## config.mk

```make
export PLATFORM = sky130hd
export DESIGN_NAME = cpu_step_ctrl
export DESIGN_NICKNAME = d
export VERILOG_FILES = /design/src/rtl/cpu_step_pkg.sv /design/src/rtl/key_debounce.sv /design/src/rtl/cpu_step_ctrl.sv
export SDC_FILE = /design/constraint.sdc
export NUM_CORES = 1
export LEC_CHECK = 0
export BUFFER_PORTS_ARGS = -buffer_cell sky130_fd_sc_hd__buf_4
export CAP_MARGIN = 40
export CORE_ASPECT_RATIO = 0.9
export CORE_MARGIN = 8
export CORE_UTILIZATION = 55
export DETAILED_ROUTE_END_ITERATION = 10
export GPL_TIMING_DRIVEN = 0
export PLACE_DENSITY = 0.75
export SYNTH_ARGS = -nofsm -noshare
export SYNTH_HDL_FRONTEND = slang
export SYNTH_HIERARCHICAL = 1
export SYNTH_SLANG_ARGS = --single-unit
export TNS_END_PERCENT = 1
```

## constraint.sdc

```tcl
create_clock -name iCLK -period 3.3 [get_ports iCLK]
set_clock_uncertainty 0.2 [all_clocks]
set_input_delay 0.66 -clock iCLK [delete_from_list [all_inputs] [get_ports iCLK]]
set_output_delay 0.66 -clock iCLK [all_outputs]
set_load 0.005 [all_outputs]
```

## src/rtl/cpu_step_pkg.sv

```systemverilog
// -----------------------------------------------------------------------------
// cpu_step_pkg
// Shared definitions for the CPU step/run controller: state encoding and the
// default timing parameters (divider period and debounce length at 50 MHz).
// -----------------------------------------------------------------------------
package cpu_step_pkg;

    typedef enum logic [1:0] {
        ST_HALTED  = 2'd0,
        ST_RUNNING = 2'd1,
        ST_STEP    = 2'd2,
        ST_BREAK   = 2'd3
    } cpu_state_t;

    // 2 Hz run rate from a 50 MHz clock
    localparam int DIV_DEFAULT     = 25000000;
    // 20 ms of stable level at 50 MHz
    localparam int DEB_CYC_DEFAULT = 1000000;

endpackage

```

## src/rtl/key_debounce.sv

```systemverilog
// -----------------------------------------------------------------------------
// key_debounce
// Synchronizes a raw active-low pushbutton, debounces it and emits a single
// one-cycle event per press.
//   iCLK      : clock
//   iRST_N    : asynchronous active-low reset (debouncer comes up released)
//   raw_n     : raw asynchronous pushbutton, active-low
//   press_evt : one-cycle pulse when the debounced level falls to pressed
// The debounced level only flips after DEB_CYC consecutive samples that
// disagree with it, so a new press can only be seen after an equally long
// released period.
// -----------------------------------------------------------------------------
module key_debounce
    import cpu_step_pkg::*;
#(
    parameter int DEB_CYC = DEB_CYC_DEFAULT
) (
    input  logic iCLK,
    input  logic iRST_N,
    input  logic raw_n,
    output logic press_evt
);

    localparam int CNT_W = $clog2(DEB_CYC);

    logic             sync_1;
    logic             sync_2;
    logic             level;
    logic [CNT_W-1:0] cnt;

    always_ff @(posedge iCLK or negedge iRST_N) begin
        if (!iRST_N) begin
            sync_1    <= 1'b1;
            sync_2    <= 1'b1;
            level     <= 1'b1;
            cnt       <= '0;
            press_evt <= 1'b0;
        end else begin
            sync_1    <= raw_n;
            sync_2    <= sync_1;
            press_evt <= 1'b0;
            if (sync_2 != level) begin
                // count consecutive disagreeing samples; flip on the last one
                if (cnt == CNT_W'(DEB_CYC - 1)) begin
                    level     <= sync_2;
                    cnt       <= '0;
                    press_evt <= ~sync_2;
                end else begin
                    cnt <= cnt + CNT_W'(1);
                end
            end else begin
                cnt <= '0;
            end
        end
    end

endmodule

```

## src/rtl/cpu_step_ctrl.sv

```systemverilog
// -----------------------------------------------------------------------------
// cpu_step_ctrl
// Run/step controller producing the one-cycle CPU clock-enable.
//   iCLK     : single clock
//   iRST_N   : asynchronous active-low reset
//   iRUN     : async slide switch, 1 = free run
//   iSTEP_N  : async raw pushbutton, active-low, one step per press
//   iPC      : current datapath PC
//   iBP_ARM  : breakpoint armed
//   iBP_ADDR : breakpoint PC
//   oCPU_EN  : registered one-cycle enable for PC / register file / I/O write
//   oSTATE   : registered current state (HALTED/RUNNING/STEP/BREAK)
//   oCYCLES  : count of issued enable pulses, wraps at 16 bits
// Optional feature: define CPU_STEP_BREAKPOINT_EN to enable the PC breakpoint
// (BREAK state). Without it BREAK is never entered and the breakpoint inputs
// are ignored.
// -----------------------------------------------------------------------------
module cpu_step_ctrl
    import cpu_step_pkg::*;
#(
    parameter int DIV     = DIV_DEFAULT,
    parameter int DEB_CYC = DEB_CYC_DEFAULT
) (
    input  logic        iCLK,
    input  logic        iRST_N,
    input  logic        iRUN,
    input  logic        iSTEP_N,
    input  logic [7:0]  iPC,
    input  logic        iBP_ARM,
    input  logic [7:0]  iBP_ADDR,
    output logic        oCPU_EN,
    output logic [1:0]  oSTATE,
    output logic [15:0] oCYCLES
);

    localparam int DIV_W = $clog2(DIV);

    logic             run_s1;
    logic             run_s2;
    logic             step_evt;
    cpu_state_t       state;
    logic [DIV_W-1:0] div_cnt;
    logic             div_tc;
    logic             cpu_en;
    logic [15:0]      cycles;

    always_ff @(posedge iCLK or negedge iRST_N) begin
        if (!iRST_N) begin
            run_s1 <= 1'b0;
            run_s2 <= 1'b0;
        end else begin
            run_s1 <= iRUN;
            run_s2 <= run_s1;
        end
    end

    key_debounce #(
        .DEB_CYC (DEB_CYC)
    ) u_step_deb (
        .iCLK      (iCLK),
        .iRST_N    (iRST_N),
        .raw_n     (iSTEP_N),
        .press_evt (step_evt)
    );

    assign div_tc = (div_cnt == DIV_W'(DIV - 1));

`ifdef CPU_STEP_BREAKPOINT_EN
    logic bp_hit;
    assign bp_hit = iBP_ARM && (iPC == iBP_ADDR);
`else
    logic unused_bp;
    assign unused_bp = ^{iPC, iBP_ARM, iBP_ADDR};
`endif

    // Outputs are registered: the enable is raised in the same edge that
    // enters STEP or hits the divider terminal count, and cleared by default.
    always_ff @(posedge iCLK or negedge iRST_N) begin
        if (!iRST_N) begin
            state   <= ST_HALTED;
            div_cnt <= '0;
            cpu_en  <= 1'b0;
            cycles  <= '0;
        end else begin
            cpu_en <= 1'b0;
            case (state)
                ST_HALTED: begin
                    if (run_s2) begin
                        state   <= ST_RUNNING;
                        div_cnt <= '0;
                    end else if (step_evt) begin
                        state  <= ST_STEP;
                        cpu_en <= 1'b1;
                        cycles <= cycles + 16'd1;
                    end
                end
                ST_STEP: begin
                    state <= ST_HALTED;
                end
                ST_RUNNING: begin
                    // leaving takes priority over a terminal-count pulse;
                    // the divider simply holds while halted
                    if (!run_s2) begin
                        state <= ST_HALTED;
                    end else if (div_tc) begin
                        div_cnt <= '0;
`ifdef CPU_STEP_BREAKPOINT_EN
                        if (bp_hit) begin
                            state <= ST_BREAK;
                        end else begin
                            cpu_en <= 1'b1;
                            cycles <= cycles + 16'd1;
                        end
`else
                        cpu_en <= 1'b1;
                        cycles <= cycles + 16'd1;
`endif
                    end else begin
                        div_cnt <= div_cnt + DIV_W'(1);
                    end
                end
                ST_BREAK: begin
`ifdef CPU_STEP_BREAKPOINT_EN
                    if (step_evt) begin
                        state  <= ST_STEP;
                        cpu_en <= 1'b1;
                        cycles <= cycles + 16'd1;
                    end else if (!run_s2) begin
                        state <= ST_HALTED;
                    end
`else
                    state <= ST_HALTED;
`endif
                end
                default: begin
                    state <= ST_HALTED;
                end
            endcase
        end
    end

    assign oCPU_EN = cpu_en;
    assign oSTATE  = state;
    assign oCYCLES = cycles;

endmodule
```

==> run_summary.xml <==
<?xml version="1.0" encoding="UTF-8"?>
<metrics>
  <group name="status">
    <metric name="outcome" unit="">finished, final reports clean</metric>
  </group>
  <group name="setup_path">
    <metric name="rr_startpoint" unit="">oSTATE[1]</metric>
    <metric name="worst_setup_ep_type" unit="">flip-flop</metric>
    <metric name="worstPathMaxFanout" unit="">10</metric>
    <metric name="critical_path_depth" unit="">6</metric>
    <metric name="worst-endpoint-arrival" unit="ns">2.50</metric>
    <metric name="crit_path_start_kind" unit="">flip-flop</metric>
    <metric name="critical_path_required_time" unit="ns">3.33</metric>
    <metric name="critical_path.slowest_cell" unit="">sky130_fd_sc_hd__dfrtp_1</metric>
    <metric name="rr_endpoint" unit="">oCYCLES[1]</metric>
    <metric name="path_delay_family" unit="">simple AND/OR/NAND/NOR gates</metric>
    <metric name="worst_path_largest_cell_delay" unit="ns">0.39</metric>
    <metric name="crit_chain" unit="">nand2b_1 &gt; clkinv_1 &gt; and4_1 &gt; a21oi_2 &gt; buf_6 &gt; mux2_1</metric>
    <metric name="timing_worst_setup_path_type" unit="">flip-flop to flip-flop</metric>
    <metric name="setup.reg_to_reg.worst_slack" unit="ns">0.83</metric>
    <metric name="critical_path_buf_inv_count" unit="">2</metric>
    <metric name="r2r.worst_path.cells" unit="">6</metric>
  </group>
  <group name="power_and_ir_drop">
    <metric name="powerDensity" unit="nW/µm²">414.8</metric>
    <metric name="total_power" unit="mW">1.617</metric>
    <metric name="cellLeakagePower" unit="nW">1.713</metric>
    <metric name="irDropWorstVdd" unit="V">0.0002713</metric>
  </group>
  <group name="logic_synthesis">
    <metric name="synth.yosys.seq_area_share" unit="%">51.24</metric>
    <metric name="synthDistinctLibCells" unit="">51</metric>
    <metric name="synth.largest_area_cell" unit="">sky130_fd_sc_hd__dfrtp_1</metric>
    <metric name="synth.area.top_cells" unit="">sky130_fd_sc_hd__dfrtp_1, sky130_fd_sc_hd__xnor2_1, sky130_fd_sc_hd__xor2_1</metric>
    <metric name="number_of_flops_mapped_to_enable_cells_by_yosys" unit="">0</metric>
    <metric name="cell_area_after_synthesis" unit="µm²">3426</metric>
    <metric name="post_synth_and_or_nand_nor_area_fraction" unit="%">27.43</metric>
    <metric name="number_of_warning_messages_in_the_yosys_log" unit="">6</metric>
    <metric name="synthTopCellsByCount" unit="">sky130_fd_sc_hd__dfrtp_1, sky130_fd_sc_hd__nor2_1, sky130_fd_sc_hd__xnor2_1</metric>
    <metric name="synth-compound-area-share" unit="%">4.164</metric>
    <metric name="async_reset_ff_share" unit="%">100.0</metric>
    <metric name="ys_ff_latch" unit="">70</metric>
    <metric name="synthesis.instances" unit="">321</metric>
    <metric name="syn-num-nets" unit="">345</metric>
    <metric name="avgSynthCellArea" unit="µm²">10.67</metric>
    <metric name="dominant_combinational_cell_family_by_area_after_synthesis" unit="">simple AND/OR/NAND/NOR gates</metric>
    <metric name="synth_top_flop_cell" unit="">sky130_fd_sc_hd__dfrtp_1</metric>
    <metric name="yosys.area_share.adder" unit="%">1.096</metric>
    <metric name="synthDominantCellAreaShare" unit="%">48.94</metric>
    <metric name="post_synthesis_mux_area_share" unit="%">1.388</metric>
    <metric name="yosys.area_share.xor_xnor" unit="%">12.53</metric>
    <metric name="yosys.cell_count.top_type" unit="">sky130_fd_sc_hd__dfrtp_1</metric>
  </group>
  <group name="timing">
    <metric name="fmaxAchievable" unit="MHz">405.0</metric>
    <metric name="final_period_minus_worst_setup_slack" unit="ns">2.469</metric>
    <metric name="tightest_pin_transition" unit="ns">0.6056</metric>
    <metric name="period_utilisation_layout" unit="%">74.82</metric>
    <metric name="tns_setup" unit="ns">0</metric>
    <metric name="grt_setup_unrepaired" unit="">no</metric>
    <metric name="maxSlewHeadroom" unit="%">59.49</metric>
    <metric name="maxSlewViolCount" unit="">0</metric>
    <metric name="postLayoutSetupSlackWorst" unit="ns">0.8310</metric>
    <metric name="final_hold_viol_count" unit="">0</metric>
    <metric name="finalSetupViolations" unit="">0</metric>
  </group>
  <group name="die">
    <metric name="start_util" unit="%">56.34</metric>
    <metric name="floorplan.die.width" unit="µm">99.19</metric>
    <metric name="core.rowCount" unit="">27</metric>
    <metric name="number_of_top_level_design_ports" unit="">40</metric>
    <metric name="die_height" unit="µm">90.87</metric>
    <metric name="floorplan.core_area" unit="µm²">6081</metric>
    <metric name="fp.dieArea" unit="µm²">9013</metric>
  </group>
  <group name="clock_network">
    <metric name="cts_root_buf" unit="">sky130_fd_sc_hd__clkbuf_8</metric>
    <metric name="cts_htree_levels" unit="">3</metric>
    <metric name="number_of_hold_buffers_added_after_cts" unit="">0</metric>
    <metric name="postCtsResizedCells" unit="">0</metric>
    <metric name="cts_max_path_buffers" unit="">2</metric>
    <metric name="clock_sink_total" unit="">70</metric>
    <metric name="tritoncts" unit="">yes</metric>
    <metric name="post_cts_buffers" unit="">0</metric>
    <metric name="cts_buffers" unit="">9</metric>
    <metric name="clk_transition_reported_paths" unit="ns">0.08</metric>
    <metric name="clock_latency" unit="ns">0.34</metric>
  </group>
  <group name="route">
    <metric name="via_count" unit="">2445</metric>
    <metric name="finalWirelength" unit="mm">6.457</metric>
    <metric name="routedWlPerCell" unit="µm">14.95</metric>
    <metric name="post_drt_via_cell_ratio" unit="">5.660</metric>
    <metric name="antenna_left" unit="">0</metric>
    <metric name="drcViolationCount" unit="">0</metric>
    <metric name="drt_iter0_markers" unit="">181</metric>
    <metric name="initial_drt_pass_iterations" unit="">4</metric>
  </group>
  <group name="finish">
    <metric name="synthToLayoutAreaGrowth" unit="%">13.81</metric>
    <metric name="num_antenna_cells" unit="">0</metric>
    <metric name="finish.net_count" unit="">379</metric>
    <metric name="fillers" unit="">493</metric>
    <metric name="final_cell_count_no_fill" unit="">432</metric>
    <metric name="final_layout_size_suffix_gt1_share" unit="%">18.33</metric>
  </group>
  <group name="global_route">
    <metric name="grt_pass1_wl" unit="mm">11.19</metric>
    <metric name="grt_start_max_net_pins" unit="">44</metric>
    <metric name="grt_usage" unit="%">15.30</metric>
    <metric name="antenna_found_initial" unit="">0</metric>
    <metric name="globalRouteOverflowTotal" unit="">0</metric>
    <metric name="grt_pass1_vias" unit="">2326</metric>
  </group>
  <group name="placement">
    <metric name="post-dp-hpwl" unit="mm">4.459</metric>
    <metric name="post-place-ws" unit="ns">0.8466</metric>
    <metric name="finalWeightedCongestion" unit="">0.7845</metric>
    <metric name="port_buffers" unit="">22</metric>
    <metric name="dpl.cell_count" unit="">416</metric>
  </group>
  <group name="min_path">
    <metric name="worstHoldPathType" unit="">primary input to async pin</metric>
  </group>
  <group name="flow_run">
    <metric name="cap_viol_max_count" unit="">0</metric>
  </group>
</metrics>
==> metrics by stage <==
stage	instance area, µm²	utilization [%]	hold slack, ns
final	3899	64.12	0.02589
after global routing	3899	64.12	0.04293
after CTS	3899	64.12	0.03015
after detailed placement	3701	60.86	0.1389
after global placement	3681	60.54	0.1323
after floorplan	3426	-	0.1312
==> cells by family after synthesis <==
family | count (synthesis)
simple gates | 160
flops | 70
xor+xnor | 49
compound gates | 19
buf+inv | 16
mux | 4
fa+ha+maj | 3
==> registers in the layout, summed over array words and instances, names as in the netlist <==
signal and count:
u_step_deb/cnt 20, div_cnt 25, u_step_deb/press_evt 1, run_s2 1, u_step_deb/level 1, run_s1 1, oCPU_EN 1, oCYCLES 16
oSTATE 2, u_step_deb/sync_2 1, u_step_deb/sync_1 1
==> report_power, final <==
group / switching (mW) / internal (mW)
logic: 0.0361 / 0.0179
registers: 0.00938 / 0.868
clock network: 0.333 / 0.353
total: 0.378 / 1.24
==> cells in the final DEF, fill, tap and decap left out, types with 2 or more instances in the layout <==
cell                         netlist  routed
sky130_fd_sc_hd__nor4_2            2       2
sky130_fd_sc_hd__ha_1              3       3
sky130_fd_sc_hd__clkinvlp_4        0       3
sky130_fd_sc_hd__a21oi_1           5       5
sky130_fd_sc_hd__buf_4             1      23
sky130_fd_sc_hd__nor3b_1           4       4
sky130_fd_sc_hd__xor2_1           22      22
sky130_fd_sc_hd__or4_1             5       5
sky130_fd_sc_hd__clkbuf_8          0       9
sky130_fd_sc_hd__xnor2_1          27      27
sky130_fd_sc_hd__o21ai_0           5       5
sky130_fd_sc_hd__or3_1             2       2
sky130_fd_sc_hd__dfstp_2           3       3
sky130_fd_sc_hd__or4_4             2       2
sky130_fd_sc_hd__nand3_2           2       2
sky130_fd_sc_hd__inv_1             9       9
sky130_fd_sc_hd__nor3_2            4       4
sky130_fd_sc_hd__nand3_1          15      15
sky130_fd_sc_hd__o31ai_1           3       3
sky130_fd_sc_hd__clkbuf_1          2       3
sky130_fd_sc_hd__a22o_1            2       2
sky130_fd_sc_hd__nor4b_1           2       2
sky130_fd_sc_hd__dfrtp_1          67      67
sky130_fd_sc_hd__and3_1            5       5
sky130_fd_sc_hd__buf_2             2       2
sky130_fd_sc_hd__nor2_1           48      48
sky130_fd_sc_hd__nor3_1            9       9
sky130_fd_sc_hd__and4_1            8       8
sky130_fd_sc_hd__nand4_2           2       2
sky130_fd_sc_hd__nor4_1            7       7
sky130_fd_sc_hd__nand2b_1          2       2
sky130_fd_sc_hd__nor4b_2           2       2
sky130_fd_sc_hd__nand2_1          23      23
sky130_fd_sc_hd__nand4_1           7       7
==> final cells by class <==
class / count / area [µm²] / share of cell area [%]
multi-input combinational: 235 / 1597 / 40.95
tap: 72 / 90.09 / 2.311
buffer: 6 / 36.28 / 0.9307
timing repair buffer: 23 / 185.2 / 4.750
clock inverter: 6 / 70.07 / 1.797
inverter: 10 / 37.54 / 0.9628
sequential: 70 / 1755 / 45.03
clock buffer: 10 / 127.6 / 3.273
==> worst max-delay path by stage <==
stage,endpoint,start
finish,oCYCLES[1],oSTATE[1]
detailed placement,oCYCLES[1],oSTATE[1]
CTS,oCYCLES[1],oSTATE[1]
global route,oCYCLES[1],oSTATE[1]
floorplan,oCYCLES[1],div_cnt[17]
global placement,oCYCLES[1],oSTATE[1]
==> per-layer routing <==
metal / part of all wire, % / wire length, µm / vias to the layer above / track usage (%)
met4: 0.45 / 29 / 0 / 3.401
met1: 50 / 3197 / 1195 / 20.85
met3: 5.1 / 329 / 5 / 5.778
met2: 45 / 2901 / 50 / 22.44
li1: - / - / 1195 / -
met5: 0 / 0 / - / 0
Power figures use the tool's default switching activity.
